$ cat src/rtl/rastreador_max_min_pkg.sv
// Shared definitions for the window max/min tracker: FSM states and register start values.
package rastreador_max_min_pkg;

   typedef enum logic [1:0] {
      ESPERA  = 2'd0,
      ACUMULA = 2'd1,
      ENTREGA = 2'd2
   } estado_t;

   localparam logic [7:0] MAX_INICIAL = 8'h00;
   localparam logic [7:0] MIN_INICIAL = 8'hFF;

   // Comparator flags packed as {mayor, igual, menor}; exactly one bit is set.
   localparam logic [2:0] CMP_MAYOR = 3'b100;
   localparam logic [2:0] CMP_IGUAL = 3'b010;
   localparam logic [2:0] CMP_MENOR = 3'b001;

endpackage

$ cat src/rtl/rastreador_max_min_if.sv
// Sample stream, abort and result handshake of the window max/min tracker.
interface rastreador_max_min_if #(
   parameter int CUENTA_W = 8
);
   logic [7:0]          dato;
   logic                dato_valido;
   logic                listo;
   logic                limpiar;
   logic [7:0]          maximo;
   logic [7:0]          minimo;
   logic [CUENTA_W-1:0] repeticiones_max;
   logic [CUENTA_W-1:0] cuenta;
   logic                resultado_valido;
   logic                resultado_ack;

   modport slave (
      input  dato, dato_valido, limpiar, resultado_ack,
      output listo, maximo, minimo, repeticiones_max, cuenta, resultado_valido
   );

   modport master (
      output dato, dato_valido, limpiar, resultado_ack,
      input  listo, maximo, minimo, repeticiones_max, cuenta, resultado_valido
   );
endinterface

$ cat src/rtl/Comparador8bits.sv
// Unsigned 8-bit magnitude comparator producing one-hot igual/mayor/menor flags for a vs b.
module Comparador8bits (
   input  logic [7:0] a,
   input  logic [7:0] b,
   output logic       igual,
   output logic       mayor,
   output logic       menor
);

   assign igual = (a == b);
   assign mayor = (a > b);
   assign menor = (a < b);

endmodule

$ cat src/rtl/rastreador_max_min.sv
// Tracks max, min and max-repeat count over a fixed window of unsigned samples and
// presents the result through a valid/ack handshake before rearming.
module rastreador_max_min
   import rastreador_max_min_pkg::*;
#(
   parameter int LONG_VENTANA = 16,
   parameter int CUENTA_W     = 8
) (
   input  logic                 clk,
   input  logic                 rst_n,
   rastreador_max_min_if.slave  bus
);

   localparam logic [CUENTA_W-1:0] CUENTA_CERO = {CUENTA_W{1'b0}};
   localparam logic [CUENTA_W-1:0] CUENTA_UNO  = CUENTA_W'(1);
   localparam logic [CUENTA_W-1:0] REP_SAT     = {CUENTA_W{1'b1}};
   localparam logic [CUENTA_W-1:0] ULTIMA      = CUENTA_W'(LONG_VENTANA - 1);

   estado_t             estado_q, estado_d;
   logic [7:0]          maximo_q, maximo_d;
   logic [7:0]          minimo_q, minimo_d;
   logic [CUENTA_W-1:0] repeticiones_max_q, repeticiones_max_d;
   logic [CUENTA_W-1:0] cuenta_q, cuenta_d;

   logic listo_s;
   logic acepta_s;
   logic a_igual_s, a_mayor_s, a_menor_s;
   logic b_igual_s, b_mayor_s, b_menor_s;

   Comparador8bits u_cmp_max (
      .a     (bus.dato),
      .b     (maximo_q),
      .igual (a_igual_s),
      .mayor (a_mayor_s),
      .menor (a_menor_s)
   );

   Comparador8bits u_cmp_min (
      .a     (bus.dato),
      .b     (minimo_q),
      .igual (b_igual_s),
      .mayor (b_mayor_s),
      .menor (b_menor_s)
   );

   assign listo_s  = (estado_q != ENTREGA);
   assign acepta_s = bus.dato_valido & listo_s;

   // Next-state and datapath update; limpiar overrides both sample accept and ack.
   always_comb begin
      estado_d           = estado_q;
      maximo_d           = maximo_q;
      minimo_d           = minimo_q;
      repeticiones_max_d = repeticiones_max_q;
      cuenta_d           = cuenta_q;

      if (bus.limpiar) begin
         estado_d           = ESPERA;
         maximo_d           = MAX_INICIAL;
         minimo_d           = MIN_INICIAL;
         repeticiones_max_d = CUENTA_CERO;
         cuenta_d           = CUENTA_CERO;
      end else begin
         case (estado_q)
            ESPERA: begin
               if (acepta_s) begin
                  maximo_d           = bus.dato;
                  minimo_d           = bus.dato;
                  repeticiones_max_d = CUENTA_UNO;
                  cuenta_d           = CUENTA_UNO;
                  estado_d           = (LONG_VENTANA == 1) ? ENTREGA : ACUMULA;
               end else begin
                  estado_d = ESPERA;
               end
            end

            ACUMULA: begin
               if (acepta_s) begin
                  case ({a_mayor_s, a_igual_s, a_menor_s})
                     CMP_MAYOR: begin
                        maximo_d           = bus.dato;
                        repeticiones_max_d = CUENTA_UNO;
                     end
                     CMP_IGUAL: begin
                        if (repeticiones_max_q != REP_SAT) begin
                           repeticiones_max_d = repeticiones_max_q + CUENTA_UNO;
                        end else begin
                           repeticiones_max_d = REP_SAT;
                        end
                     end
                     default: begin
                        maximo_d = maximo_q;
                     end
                  endcase

                  case ({b_mayor_s, b_igual_s, b_menor_s})
                     CMP_MENOR: minimo_d = bus.dato;
                     default:   minimo_d = minimo_q;
                  endcase

                  cuenta_d = cuenta_q + CUENTA_UNO;
                  if (cuenta_q == ULTIMA) begin
                     estado_d = ENTREGA;
                  end else begin
                     estado_d = ACUMULA;
                  end
               end else begin
                  estado_d = ACUMULA;
               end
            end

            ENTREGA: begin
               // max/min/repeats stay visible until the next window's first sample.
               if (bus.resultado_ack) begin
                  estado_d = ESPERA;
                  cuenta_d = CUENTA_CERO;
               end else begin
                  estado_d = ENTREGA;
               end
            end

            default: begin
               estado_d           = ESPERA;
               maximo_d           = MAX_INICIAL;
               minimo_d           = MIN_INICIAL;
               repeticiones_max_d = CUENTA_CERO;
               cuenta_d           = CUENTA_CERO;
            end
         endcase
      end
   end

   // State and datapath registers.
   always_ff @(posedge clk or negedge rst_n) begin
      if (!rst_n) begin
         estado_q           <= ESPERA;
         maximo_q           <= MAX_INICIAL;
         minimo_q           <= MIN_INICIAL;
         repeticiones_max_q <= CUENTA_CERO;
         cuenta_q           <= CUENTA_CERO;
      end else begin
         estado_q           <= estado_d;
         maximo_q           <= maximo_d;
         minimo_q           <= minimo_d;
         repeticiones_max_q <= repeticiones_max_d;
         cuenta_q           <= cuenta_d;
      end
   end

   assign bus.listo            = listo_s;
   assign bus.resultado_valido = (estado_q == ENTREGA);
   assign bus.maximo           = maximo_q;
   assign bus.minimo           = minimo_q;
   assign bus.repeticiones_max = repeticiones_max_q;
   assign bus.cuenta           = cuenta_q;

endmodule

$ cat src/flat_wrapper.sv
// flat-port wrapper written by rule: the top's interface ports become plain ports
module rastreador_max_min_flat import rastreador_max_min_pkg::*;
#(
   parameter int LONG_VENTANA = 16,
   parameter int CUENTA_W     = 8
)
  (clk, rst_n, bus_dato, bus_dato_valido, bus_limpiar, bus_resultado_ack, bus_listo, bus_maximo, bus_minimo, bus_repeticiones_max, bus_cuenta, bus_resultado_valido);
  rastreador_max_min_if #(.CUENTA_W(CUENTA_W)) bus_i ();
  input  logic clk;
  input  logic rst_n;
  input wire logic [$bits(bus_i.dato)-1:0] bus_dato;
  input wire logic [$bits(bus_i.dato_valido)-1:0] bus_dato_valido;
  input wire logic [$bits(bus_i.limpiar)-1:0] bus_limpiar;
  input wire logic [$bits(bus_i.resultado_ack)-1:0] bus_resultado_ack;
  output wire logic [$bits(bus_i.listo)-1:0] bus_listo;
  output wire logic [$bits(bus_i.maximo)-1:0] bus_maximo;
  output wire logic [$bits(bus_i.minimo)-1:0] bus_minimo;
  output wire logic [$bits(bus_i.repeticiones_max)-1:0] bus_repeticiones_max;
  output wire logic [$bits(bus_i.cuenta)-1:0] bus_cuenta;
  output wire logic [$bits(bus_i.resultado_valido)-1:0] bus_resultado_valido;
  assign bus_i.dato = bus_dato;
  assign bus_i.dato_valido = bus_dato_valido;
  assign bus_i.limpiar = bus_limpiar;
  assign bus_i.resultado_ack = bus_resultado_ack;
  assign bus_listo = bus_i.listo;
  assign bus_maximo = bus_i.maximo;
  assign bus_minimo = bus_i.minimo;
  assign bus_repeticiones_max = bus_i.repeticiones_max;
  assign bus_cuenta = bus_i.cuenta;
  assign bus_resultado_valido = bus_i.resultado_valido;
  rastreador_max_min #(.LONG_VENTANA(LONG_VENTANA), .CUENTA_W(CUENTA_W)) u_core (.clk(clk), .rst_n(rst_n), .bus(bus_i));
endmodule
$ cat config.mk
export PLATFORM = sky130hd
export DESIGN_NAME = rastreador_max_min_flat
export DESIGN_NICKNAME = d
export VERILOG_FILES = /design/src/rtl/rastreador_max_min_pkg.sv /design/src/rtl/rastreador_max_min_if.sv /design/src/rtl/Comparador8bits.sv /design/src/rtl/rastreador_max_min.sv /design/src/flat_wrapper.sv
export SDC_FILE = /design/constraint.sdc
export NUM_CORES = 1
export LEC_CHECK = 0
export BUFFER_PORTS_ARGS = -buffer_cell sky130_fd_sc_hd__buf_2
export CAP_MARGIN = 25
export CORE_MARGIN = 3
export CORE_UTILIZATION = 45
export DETAILED_ROUTE_END_ITERATION = 16
export PLACE_DENSITY = 0.7
export SLEW_MARGIN = 30
export SYNTH_ARGS = -nofsm -noshare
export SYNTH_HDL_FRONTEND = slang
export SYNTH_SLANG_ARGS = --single-unit
$ cat constraint.sdc
create_clock -name clk -period 2.7 [get_ports clk]
set_clock_uncertainty 0.05 [all_clocks]
set_input_delay 0.405 -clock clk [delete_from_list [all_inputs] [get_ports clk]]
set_output_delay 0.405 -clock clk [all_outputs]
set_load 0.1 [all_outputs]
# --- Word level (Yosys, flattened, before mapping) ---
# Cells that the tools add are included.
op_classes:
  addsub: 2
  order_cmp: 4
  eq_ne: 17
  mux: 25
  bitwise: 1
  n_reduce_logical: 5
op_table:
  columns: ["op", "count"]
  rows:
  - ["2-to-1 mux 8 bit", 14]
  - ["one-hot mux 8 bit (3 select lines)", 4]
  - ["adder 8 x 1 -> 8 bit, second input constant", 2]
  - ["== test 8 bit", 2]
  - ["> comparator 8 bit", 2]
  - ["< comparator 8 bit", 2]
  - ["one-hot mux 8 bit (2 select lines)", 1]
  - ["AND reduction 4 bit", 3]
  - ["!= test 3 bit, second input constant", 3]
  - ["== test 8 x 4 -> 1 bit, second input constant", 1]
  - ["2-to-1 mux 2 bit", 4]
  - ["!= test 8 bit, second input constant", 1]
  - ["!= test 3 x 2 -> 1 bit, second input constant", 2]
  - ["one-hot mux 2 bit (3 select lines)", 1]
  - ["!= test 2 bit, second input constant", 2]
  - ["!= test 4 bit, second input constant", 1]
  - ["== test 3 x 1 -> 1 bit, second input constant", 1]
  - ["== test 3 x 2 -> 1 bit, second input constant", 1]
  - ["== test 3 bit, second input constant", 1]
  - ["AND reduction 3 bit", 1]
  - ["== test 2 x 1 -> 1 bit, second input constant", 1]
  - ["== test 2 bit, second input constant", 1]
  - ["zero test 2 bit", 1]
  - ["AND 1 bit", 1]
  - ["2-to-1 mux 1 bit", 1]
totals:
  ff_bits: 34
  inputBits: 13
  out_inout_bits: 34
  elab_cells: 59

# --- Logic depth before layout (Yosys ltp) ---
# Gate-level depths: netlist of run 1.
logic_depth:
  ltp_word: 6
  mapped_depth: 9
  depth_no_buf: 7

# --- Hierarchy ---
# A second synthesis of run 1 with hierarchy kept.
unflattened:
  cells_unflattened: 239
  hier_area_um2: 2192.1
by_module_without_submodules:
  columns: ["mod", "n_inst", "cells_per_inst", "area_each_um2", "seq_area_each_um2"]
  rows:
  - ["rastreador_max_min", 1, 181, 1741.7, 860.8]
  - ["Comparador8bits", 2, 29, 225.2, 0.0]

# --- Worst setup path after synthesis of run 1 ---
# Ideal clock, no wire load.
synth_path:
  path_type: "register to register"
  start: "register u_core.estado_q[1]"
  end: "register u_core.estado_q[1]"
  setup_time_ns: 0.077
  arrival_time_ns: 2.646
  required_time_ns: 2.573
  path_slack_ns: -0.073
  path_stages_with_launch: 7
  path_buffers: 1
  period_less_slack_ns: 2.773
  cell_sequence: "dfrtp_1 -> buf_6 -> nand2b_1 -> inv_1 -> nor4_1 -> nand3b_1 -> a21oi_1"
synth_via:
  elab_chain_len: 5
  elab_cells_between_ends: 8
  cone_classes: "eq/ne: 3; mux: 3; bitwise: 1; reduce/logical: 1"
synth_lines:
  columns: ["item", "line", "rtl"]
  rows:
  - ["start: declaration", "rastreador_max_min.sv:19", "estado_t estado_q, estado_d;"]
  - ["start signal: assignment", "rastreador_max_min.sv:142", "estado_q <= estado_d;"]
  - ["!= test 2 bit", "rastreador_max_min.sv:46", "assign listo_s = (estado_q != ENTREGA);"]
  - ["via bus_listo", "flat_wrapper.sv:15", "output wire logic [$bits(bus_i.listo)-1:0] bus_listo;"]
  - ["AND 1 bit", "rastreador_max_min.sv:47", "assign acepta_s = bus.dato_valido & listo_s;"]
  - ["2-to-1 mux 2 bit", "rastreador_max_min.sv:78", "if (acepta_s) begin"]
  - ["one-hot mux 2 bit (3 select lines)", "rastreador_max_min.sv:64", "case (estado_q)"]
  - ["2-to-1 mux 2 bit", "rastreador_max_min.sv:57", "if (bus.limpiar) begin"]
  - ["via u_core.estado_d[1]", "rastreador_max_min.sv:19", null]
# The timed path passes the listed nets, and every way through them passes these cells.
# A chain may end at the register's enable or synchronous reset.

# --- Final worst setup path of run 1 ---
layout_path:
  start: "register u_core.minimo_q[5], in the netlist u_core.bus.minimo[5]"
  end: "register u_core.minimo_q[4], in the netlist u_core.bus.minimo[4]"
layout_via:
  elab_chain_len: 4
  elab_cells_between_ends: 6
  cone_classes: "order compare: 2; eq/ne: 3; reduce/logical: 1"
layout_lines:
  columns: ["item", "line", "rtl"]
  rows:
  - ["start: declaration", "rastreador_max_min.sv:21", "logic [7:0] minimo_q, minimo_d;"]
  - ["start signal: assignment", "rastreador_max_min.sv:144", "minimo_q <= minimo_d;"]
  - ["< comparator 8 bit (tied with other cells)", "Comparador8bits.sv:12", "assign menor = (a < b);"]
  - ["== test 3 x 1 -> 1 bit *", "rastreador_max_min.sv:96", "case ({b_mayor_s, b_igual_s, b_menor_s})"]
  - ["!= test 3 bit (no source line) *", null, null]
  - ["AND reduction 4 bit (no source line) *", null, null]
# Mark *: on every way between the ends. The rest lies on a longest branch, timed or not.

==> reports/metrics.cfg, run 1 <==
[yosys]
syn_area_um2=2223
synth-seq-cells=34
synth_edf_count=0
synth_top_area_cell=dfrtp_1
ys.flop_type=dfrtp_1
ys_types=45
synth_area_per_cell_um2=8.929
ys_seq_area_share_pct=38.72
postSynth.asyncResetShare_pct=100.0
synth_top_area_share_pct=29.26
syn_inst=249
yosys_warnings=0
synth_area_leaders=dfrtp_1 29%, ha_1 10%, dfstp_2 9.5%
syn-num-nets=280

[floorplan]
die_area_um2=5820
die_y_um=76.29
ios=47
initial_core_util_pct=48.71
die-width_um=76.29
design.core.area_um2=4564
rows=24

[grt]
grt_usage_pct=18.87
grt_pass1_wl_mm=9.011
grt_max_degree=35
grt_overflow_total=0
antenna_found_initial=0
grt_pass1_vias=1924

[critical_path]
cp_top_family=compound AO/OA/AOI/OAI gates
worstPathRequired_ns=2.85
crit_type=register to register
max_stage_delay_ns=0.58
cp.arrival_ns=2.41
crit_top_cell=a211oi_1
path_max_fanout=8
crit_slowest_cell=or4_1
crit_buf_inv=1
cp-start-kind=register
worst_setup_path_end_kind=register
worstPathCellList=inv_1, ha_1, a21oi_1, o21ai_0, or4_1, a211oi_1, a211oi_1

[clock_network]
post_cts_resized=0
root_buffer=clkbuf_8
cts-buffers-inserted=5
clock_sinks=34
cts_setup_buffers=0
cts_hold_buffers=0
path_clk_slew_ns=0.07
clk_latency_ns=0.28
htree_num_levels=2
cts_tree=yes
ctsLongestPathBuffers=2

[run]
drv_cap=0

[sta]
tightest_slew_ns=0.7696
whs_ns=0.1449
fmax_ghz=0.4418
setup_violations=0
slew_headroom_pct=48.69
hold_violations=0
fin_crit_sh_pct=83.84
fin_setup_tns_ns=0
rsz0062_at_grt=false
period_minus_slack_ns=2.264
slew_violations=0

[power_and_ir_drop]
leakage_nw=1.293
powerDensity_nw_per_um2=599.9
vdd_ir_drop_max_v=0.0004296
power_mw=1.580

[cells_and_area]
antennaDiodeCount=0
drive_gt1_share_pct=26.17
syn2layout_area_growth_pct=18.46
fin_nets=328
fin_util_pct=57.70

[placement]
io_buffer_count=46
routabilityCongestion=0.8291
dp_hpwl_mm=3.849

[drt]
vias=1999
routed_wl_mm=5.246
wl_per_cell_um=14.45
drc_errors=0
drt-pass1-iter-count=4
viasPerCell=5.507
antenna_left=0
drt_iter0_drc=89

[hold_path]
hold_class=input pin to asynchronous set/reset pin

[status]
run_status=completed

[worst paths after layout]
check                                        to  depth (start not counted)                 start  slack [ns]
setup / recovery           u_core.bus.minimo[4]                          7  u_core.bus.minimo[5]        0.44
hold / removal             u_core.bus.maximo[3]                          1                 rst_n        0.14
setup reg to reg           u_core.bus.minimo[4]                          7  u_core.bus.minimo[5]        0.44
hold reg to reg            u_core.bus.cuenta[7]                          1  u_core.bus.cuenta[7]        0.45
max in group asynchronous  u_core.bus.cuenta[3]                          1                 rst_n        1.96
min in group clk             u_core.estado_q[1]                          2           bus_limpiar        0.34
[logic make-up (layout without fill, tap and decap cells)]
logic type	Yosys count	count (layout)	synth area share [%]
AOI/OAI and AO/OA	77	77	22.46
adders and majority gates	18	18	10.13
buffers and inverters	35	84	7.203
DFF	34	34	38.72
muxes	11	11	4.952
and+or+nand+nor	74	74	16.55
[per-stage QoR]
step	setup slack (ns)	cells	area, um^2
2_1_floorplan	0.06740	249	2230
3_3_place_gp	0.3848	355	2524
3_5_place_dp	0.2834	355	2524
4_1_cts	0.4211	363	2634
5_1_grt	0.2320	363	2634
6_report	0.4364	363	2634
[worst register-to-register path: stages, from the launching register on]
cell	delay, ns
dfstp_2	0.55
inv_1	0.05
ha_1	0.30
a21oi_1	0.13
o21ai_0	0.11
or4_1	0.58
a211oi_1	0.31
a211oi_1	0.09
[final cells by class]
type | instances | area [um^2]
inverters | 22 | 86.33
well taps | 65 | 81.33
multi-input cells | 180 | 1205
repair buffers | 54 | 290.3
flip-flops and latches | 34 | 860.8
fillers | 424 | 1931
clock buffers | 8 | 110.1
[registers in the layout (all words and copies together), names as in the netlist]
name	flops
u_core.bus.minimo	8
u_core.estado_q	2
u_core.bus.cuenta	8
u_core.bus.repeticiones_max	8
u_core.bus.maximo	8
[Yosys cell counts, types with 2 or more instances]
| cell type | n |
|---|---|
| dfstp_2 | 8 |
| a21oi_1 | 16 |
| nand2b_1 | 2 |
| clkbuf_1 | 3 |
| or3b_1 | 2 |
| inv_1 | 22 |
| dfrtp_1 | 26 |
| nand2_1 | 24 |
| nor2b_1 | 3 |
| buf_2 | 5 |
| a211oi_1 | 16 |
| o32ai_1 | 2 |
| or4_1 | 2 |
| o2111ai_1 | 2 |
| buf_1 | 2 |
| and3_1 | 4 |
| o22ai_1 | 8 |
| nand3_1 | 6 |
| nor2_1 | 19 |
| nor3_1 | 2 |
| a31oi_1 | 3 |
| o21ai_0 | 17 |
| or2_2 | 2 |
| nand4_1 | 3 |
| mux2i_1 | 11 |
| ha_1 | 18 |
| buf_6 | 3 |
[cell usage in the layout (no fill, tap or decap), drive strengths merged, types with 3 or more instances in the layout]
cell type	Yosys	routed
a211oi	16	16
a21oi	16	16
a31oi	3	3
and3	4	4
buf	10	54
clkbuf	3	8
dfrtp	26	26
dfstp	8	8
ha	18	18
inv	22	21
mux2i	11	11
nand2	24	24
nand3	6	6
nand4	3	3
nor2	19	19
nor2b	3	3
nor3	3	3
o21ai	18	18
o22ai	8	8
[where the power goes]
group / total (mW) / switching, mW / leakage, nW / internal (mW)
Combinational: 0.546 / 0.424 / 0.802 / 0.122
Sequential: 0.589 / 0.0314 / 0.433 / 0.558
Clock: 0.444 / 0.187 / 0.0575 / 0.258
Total: 1.58 / 0.642 / 1.29 / 0.938
[routing by layer]
metal | vias up | wire [um] | global-route usage (%)
li1 | 1004 | - | -
met3 | 5 | 200 | 4.019
met1 | 952 | 2644 | 26.11
met4 | 0 | 40 | 4.529
met2 | 38 | 2361 | 30.23
met5 | - | 0 | 0
No activity file was read; power rests on OpenSTA's default activity.
==> run 2: changes to the inputs <==
==> constraint.sdc (replaced) <==
create_clock -name clk -period 2.3 [get_ports clk]
set_clock_uncertainty 0.05 [all_clocks]
set_input_delay 0.345 -clock clk [delete_from_list [all_inputs] [get_ports clk]]
set_output_delay 0.345 -clock clk [all_outputs]
set_load 0.1 [all_outputs]
==> run 2 against run 1 <==
Net effect: combinational power is 37% higher; die area unchanged; maximum frequency is 1.6% higher; sequential power grew 20%; count of clock-buffer cells in the layout is 1 lower; total power grew 22%; wire length rose by 3.7%; setup slack lost 0.36 ns; final cell count up 2.8%; worst hold slack got worse by 0.068 ns.
==> reports/metrics.cfg, run 2 (same netlist as run 1, synthesis figures left out) <==
[drt]
drt-pass1-iter-count=4
vias=2074
wl_per_cell_um=14.59
viasPerCell=5.560
antenna_left=0
drt_iter0_drc=87
routed_wl_mm=5.441
drc_errors=0

[cells_and_area]
fin_util_pct=63.60
antennaDiodeCount=0
syn2layout_area_growth_pct=30.56
most-common-layout-cells=46 x buf_2, 23 x nand2_1, 19 x inv_1, 18 x nor2_1, 18 x dfrtp_1
fin_nets=338
final_common_cell=buf_2
drive_gt1_share_pct=39.94

[clock_network]
cts_tree=yes
clk_latency_ns=0.29
path_clk_slew_ns=0.07
cts_hold_buffers=0
root_buffer=clkbuf_8
cts-buffers-inserted=5
ctsLongestPathBuffers=2
htree_num_levels=2
clock_sinks=34

[placement]
place_ws_ns=-0.02538
routabilityCongestion=0.8061
io_buffer_count=46
dp_hpwl_mm=4.096

[power_and_ir_drop]
internal_power_mw=1.113
netSwitchingFraction_pct=42.10
vdd_ir_drop_max_v=0.0002875
p_seq_share_pct=36.8
power_mw=1.921
leakage_nw=1.342
switchingPower_uw=808.9
clkPwrFrac_pct=24.3
powerDensity_nw_per_um2=661.9
pwr-share-comb_pct=38.9

[critical_path]
critical_path.startpoint=u_core.bus.minimo[5]
cp.arrival_ns=2.38
rrSetupSlack_ns=0.07
worstPathRequired_ns=2.45
path_max_fanout=5
regToRegEndpoint=u_core.bus.minimo[4]
timing.rr.start=u_core.bus.minimo[5]
cp-start-kind=register
worst_setup_path_end_kind=register
crit_type=register to register
r2r_cells=8

[grt]
grt_max_degree=35
antenna_found_initial=0
grt_usage_pct=19.18
grt_pass1_wl_mm=9.266
grt_overflow_total=0
grt_pass1_vias=1979

[status]
run_status=completed

[sta]
period_minus_slack_ns=2.228
slew_violations=0
hold_violations=0
fin_crit_sh_pct=96.87
fmax_ghz=0.4489
fin_setup_tns_ns=0
tightest_slew_ns=0.7658
setup_violations=0
finalWorstSetupSlack_ns=0.07210
slew_headroom_pct=48.95

[floorplan]
design.core.area_um2=4564
die_y_um=76.29
rows=24
ios=47
die_area_um2=5820
initial_core_util_pct=48.71
die-width_um=76.29

[hold_path]
hold_class=input pin to asynchronous set/reset pin

[run]
drv_cap=0

==> run 2: cell count changes in the layout (fill, tap and decap cells not counted), sizes merged <==
cell,before,now
clkinv,0,1
buf,54,64
clkbuf,8,7
==> run 2: repair_timing <==
action | 4_1_cts | 5_1_grt
endpoints found under the hold margin | 0 | 0
setup endpoints to repair | 4 | 8
setup buffers | 0 | 1
gates resized for setup | 1 | 14
pin swaps | 0 | 7
==> run 2: stage by stage <==
stage	instances	instance area, um^2	hold slack (ns)
global placement	364	2728	0.4238
global route	373	2903	0.1359
CTS	372	2823	0.1006
floorplan	249	2386	-0.0005911
detailed placement	364	2728	0.4180
finish	373	2903	0.07649
==> run 2: power by group through the flow <==
stage | logic, mW | clock network, mW | registers, mW
floorplan | 0.257 | 0 | 1.02
global placement | 0.696 | 0 | 0.712
detailed placement | 0.704 | 0 | 0.717
CTS | 0.707 | 0.483 | 0.705
global route | 0.794 | 0.513 | 0.715
finish | 0.747 | 0.468 | 0.707
==> run 2: worst max-delay path by stage <==
stage	to	slack, ns
final	u_core.bus.minimo[4]	0.07
after global routing	u_core.bus.minimo[4]	-0.008
after CTS	u_core.bus.minimo[3]	0.009
after detailed placement	u_core.bus.minimo[3]	-0.03
after global placement	u_core.bus.minimo[5]	0.07
after floorplan	u_core.bus.minimo[0]	-0.03
==> run 2: area by class of cell <==
type                            count  area, um^2
Timing Repair Buffer               64       369.1
Inverter                           22       88.84
Clock inverter                      1       5.005
Sequential cell                    34       897.1
Multi-Input combinational cell    180        1375
Tap cell                           65       81.33
Clock buffer                        7       86.33
Fill cell                         399        1662
==> run 2: critical path: stages, from the launching register on <==
cell and delay, ns:
dfstp_4 0.63, inv_2 0.04, ha_4 0.22, a21oi_4 0.15
o21ai_2 0.07, or4_4 0.53, buf_6 0.16, a211oi_2 0.21
a211oi_2 0.07
==> run 2: per-layer routing <==
layer	GRT usage, %	share of wire, %	vias to the layer above
met4	5.978	1.3	0
met5	0	0	-
met2	32.25	50	33
li1	-	-	1019
met3	3.901	3.2	6
met1	24.76	46	1016
==> run 3: changes to the inputs <==
--- a/config.mk
+++ b/config.mk
@@ -10,6 +10,7 @@
 export CORE_MARGIN = 3
 export CORE_UTILIZATION = 45
 export DETAILED_ROUTE_END_ITERATION = 16
+export GPL_TIMING_DRIVEN = 0
 export PLACE_DENSITY = 0.7
 export SLEW_MARGIN = 30
 export SYNTH_ARGS = -nofsm -noshare
==> run 3 against run 2 <==
Net effect: via count decreased by 1.4%; critical path depth unchanged; clock power decreased by 8.5%; register-to-register slack improved by 0.04 ns; maximum frequency increased by 1.6%; global-route usage is 0.74 points higher; flip-flop and latch count unchanged; sequential share of layout area is 1.0 points higher; wire length is 0.97% lower; worst hold slack improved by 0.0055 ns; non-clock buffer count down 6; final area down 3.2%.
==> reports/metrics.cfg, run 3 (same netlist as run 1, synthesis figures left out) <==
[placement]
routabilityCongestion=0.8653
dp_hpwl_mm=4.052
dp_cells=359
dpl_cell_area_um2=2693
io_buffer_count=45

[critical_path]
crit_slowest_cell=dfstp_4
timing.rr.start=u_core.bus.minimo[7]
worstPathCellList=inv_1, ha_1, a21oi_2, o21ai_2, or4_1, buf_6, a211oi_2, a211oi_2
max_stage_delay_ns=0.63
worstPathRequired_ns=2.47
cp.arrival_ns=2.36
worst_setup_path_end_kind=register
path_max_fanout=8
crit_top_cell=a211oi_2
r2r_cells=8
cp_top_family=flip-flops
critical_path.startpoint=u_core.bus.minimo[7]
cp-start-kind=register
crit_buf_inv=2
crit_type=register to register
rrSetupSlack_ns=0.11
regToRegEndpoint=u_core.bus.minimo[0]

[grt]
grt_pass1_vias=2033
grt_usage_pct=19.92
grt_pass1_wl_mm=9.535
grt_max_degree=35
grt_overflow_total=0
antenna_found_initial=0

[drt]
drt_iter0_drc=101
wl_per_cell_um=14.68
vias=2044
drt-pass1-iter-count=4
drc_errors=0
routed_wl_mm=5.388
viasPerCell=5.569
antenna_left=0

[power_and_ir_drop]
leakage_nw=1.300
power_mw=1.838
vdd_ir_drop_max_v=0.0002928
powerDensity_nw_per_um2=654.0

[clock_network]
htree_num_levels=2
clock_sinks=34
clk_latency_ns=0.28
path_clk_slew_ns=0.07
root_buffer=clkbuf_8
cts-buffers-inserted=5
cts_tree=yes
ctsLongestPathBuffers=2
cts_setup_buffers=0

[cells_and_area]
stdcell_area_um2=2810
drive_gt1_share_pct=35.76
final_common_cell=buf_2
num-fill-cells=429
instances_no_fill=367
most-common-layout-cells=48 x buf_2, 24 x nand2_1, 21 x inv_1, 18 x nor2_1, 18 x dfrtp_1
antennaDiodeCount=0
syn2layout_area_growth_pct=26.39
fin_nets=332

[sta]
rsz0062_at_grt=false
period_minus_slack_ns=2.193
slew_headroom_pct=48.72
setup_violations=0
tightest_slew_ns=0.7692
hold_violations=0
fmax_ghz=0.4560
slew_violations=0
fin_crit_sh_pct=95.34

[floorplan]
ios=47
die_area_um2=5820
design.core.area_um2=4564
die_y_um=76.29
rows=24
initial_core_util_pct=48.71
die-width_um=76.29

[hold_path]
hold_class=input pin to asynchronous set/reset pin

[status]
run_status=completed

[run]
drv_cap=0

run 3: cell count changes in the layout (fill, tap and decap cells not counted), sizes merged:
cell and delta:
clkinv -1, clkbuf +4, buf -9
run 3: worst register-to-register path: stages, from the launching register on:
cell and delay (ns):
dfstp_4 0.63, inv_1 0.05, ha_1 0.31, a21oi_2 0.15, o21ai_2 0.08, or4_1 0.42
buf_6 0.17, a211oi_2 0.21, a211oi_2 0.06
run 3: repair_timing:
action / 4_1_cts / 5_1_grt
resized for setup: 1 / 7
cloned: 0 / 0
setup endpoints to repair: 8 / 20
pin swaps: 0 / 0
hold buffers: 0 / 0
run 3: stage by stage:
step | util (%) | hold WS (ns) | setup TNS, ns | setup WS, ns
after floorplan | - | -0.0005911 | -0.03239 | -0.03239
after global placement | 58.99 | 0.4187 | -0.2794 | -0.04158
after detailed placement | 58.99 | 0.4155 | -0.7091 | -0.08974
after CTS | 60.88 | 0.1043 | 0 | 0.01081
after global routing | 61.57 | 0.1330 | 0 | 0.002980
final | 61.57 | 0.08202 | 0 | 0.1072
run 3: routing by layer:
layer  global-route usage (%)  vias up  share of wire, %  wire length, um
li1                         -     1016                 -                -
met4                    5.616        0               1.2               65
met1                    26.22      985                50             2690
met3                    4.610        5               3.6              195
met2                    32.78       38                45             2435
met5                        0        -                 0                0
run 3: area by class of cell:
class                           instances  area (um^2)  share of cell area, %
Sequential cell                        34        897.1                  31.92
Tap cell                               65        81.33                  2.894
Multi-Input combinational cell        180         1343                  47.77
Inverter                               22        86.33                  3.072
Timing Repair Buffer                   45        225.2                  8.014
Buffer                                 13        97.59                  3.473
Clock buffer                            8        80.08                  2.850
run 3: worst max-delay path by stage:
stage	to	slack (ns)	cells past startpoint
CTS	u_core.bus.maximo[0]	0.01	8
global route	u_core.bus.minimo[7]	0.003	8
floorplan	u_core.bus.minimo[0]	-0.03	8
detailed placement	u_core.bus.minimo[7]	-0.09	7
finish	u_core.bus.minimo[0]	0.11	8
global placement	u_core.bus.minimo[7]	-0.04	7
run 3: report_power, final:
part           internal (mW)  switching, mW
Clock                  0.215          0.213
Combinational          0.173          0.532
Sequential             0.668         0.0362
Total                   1.06          0.782
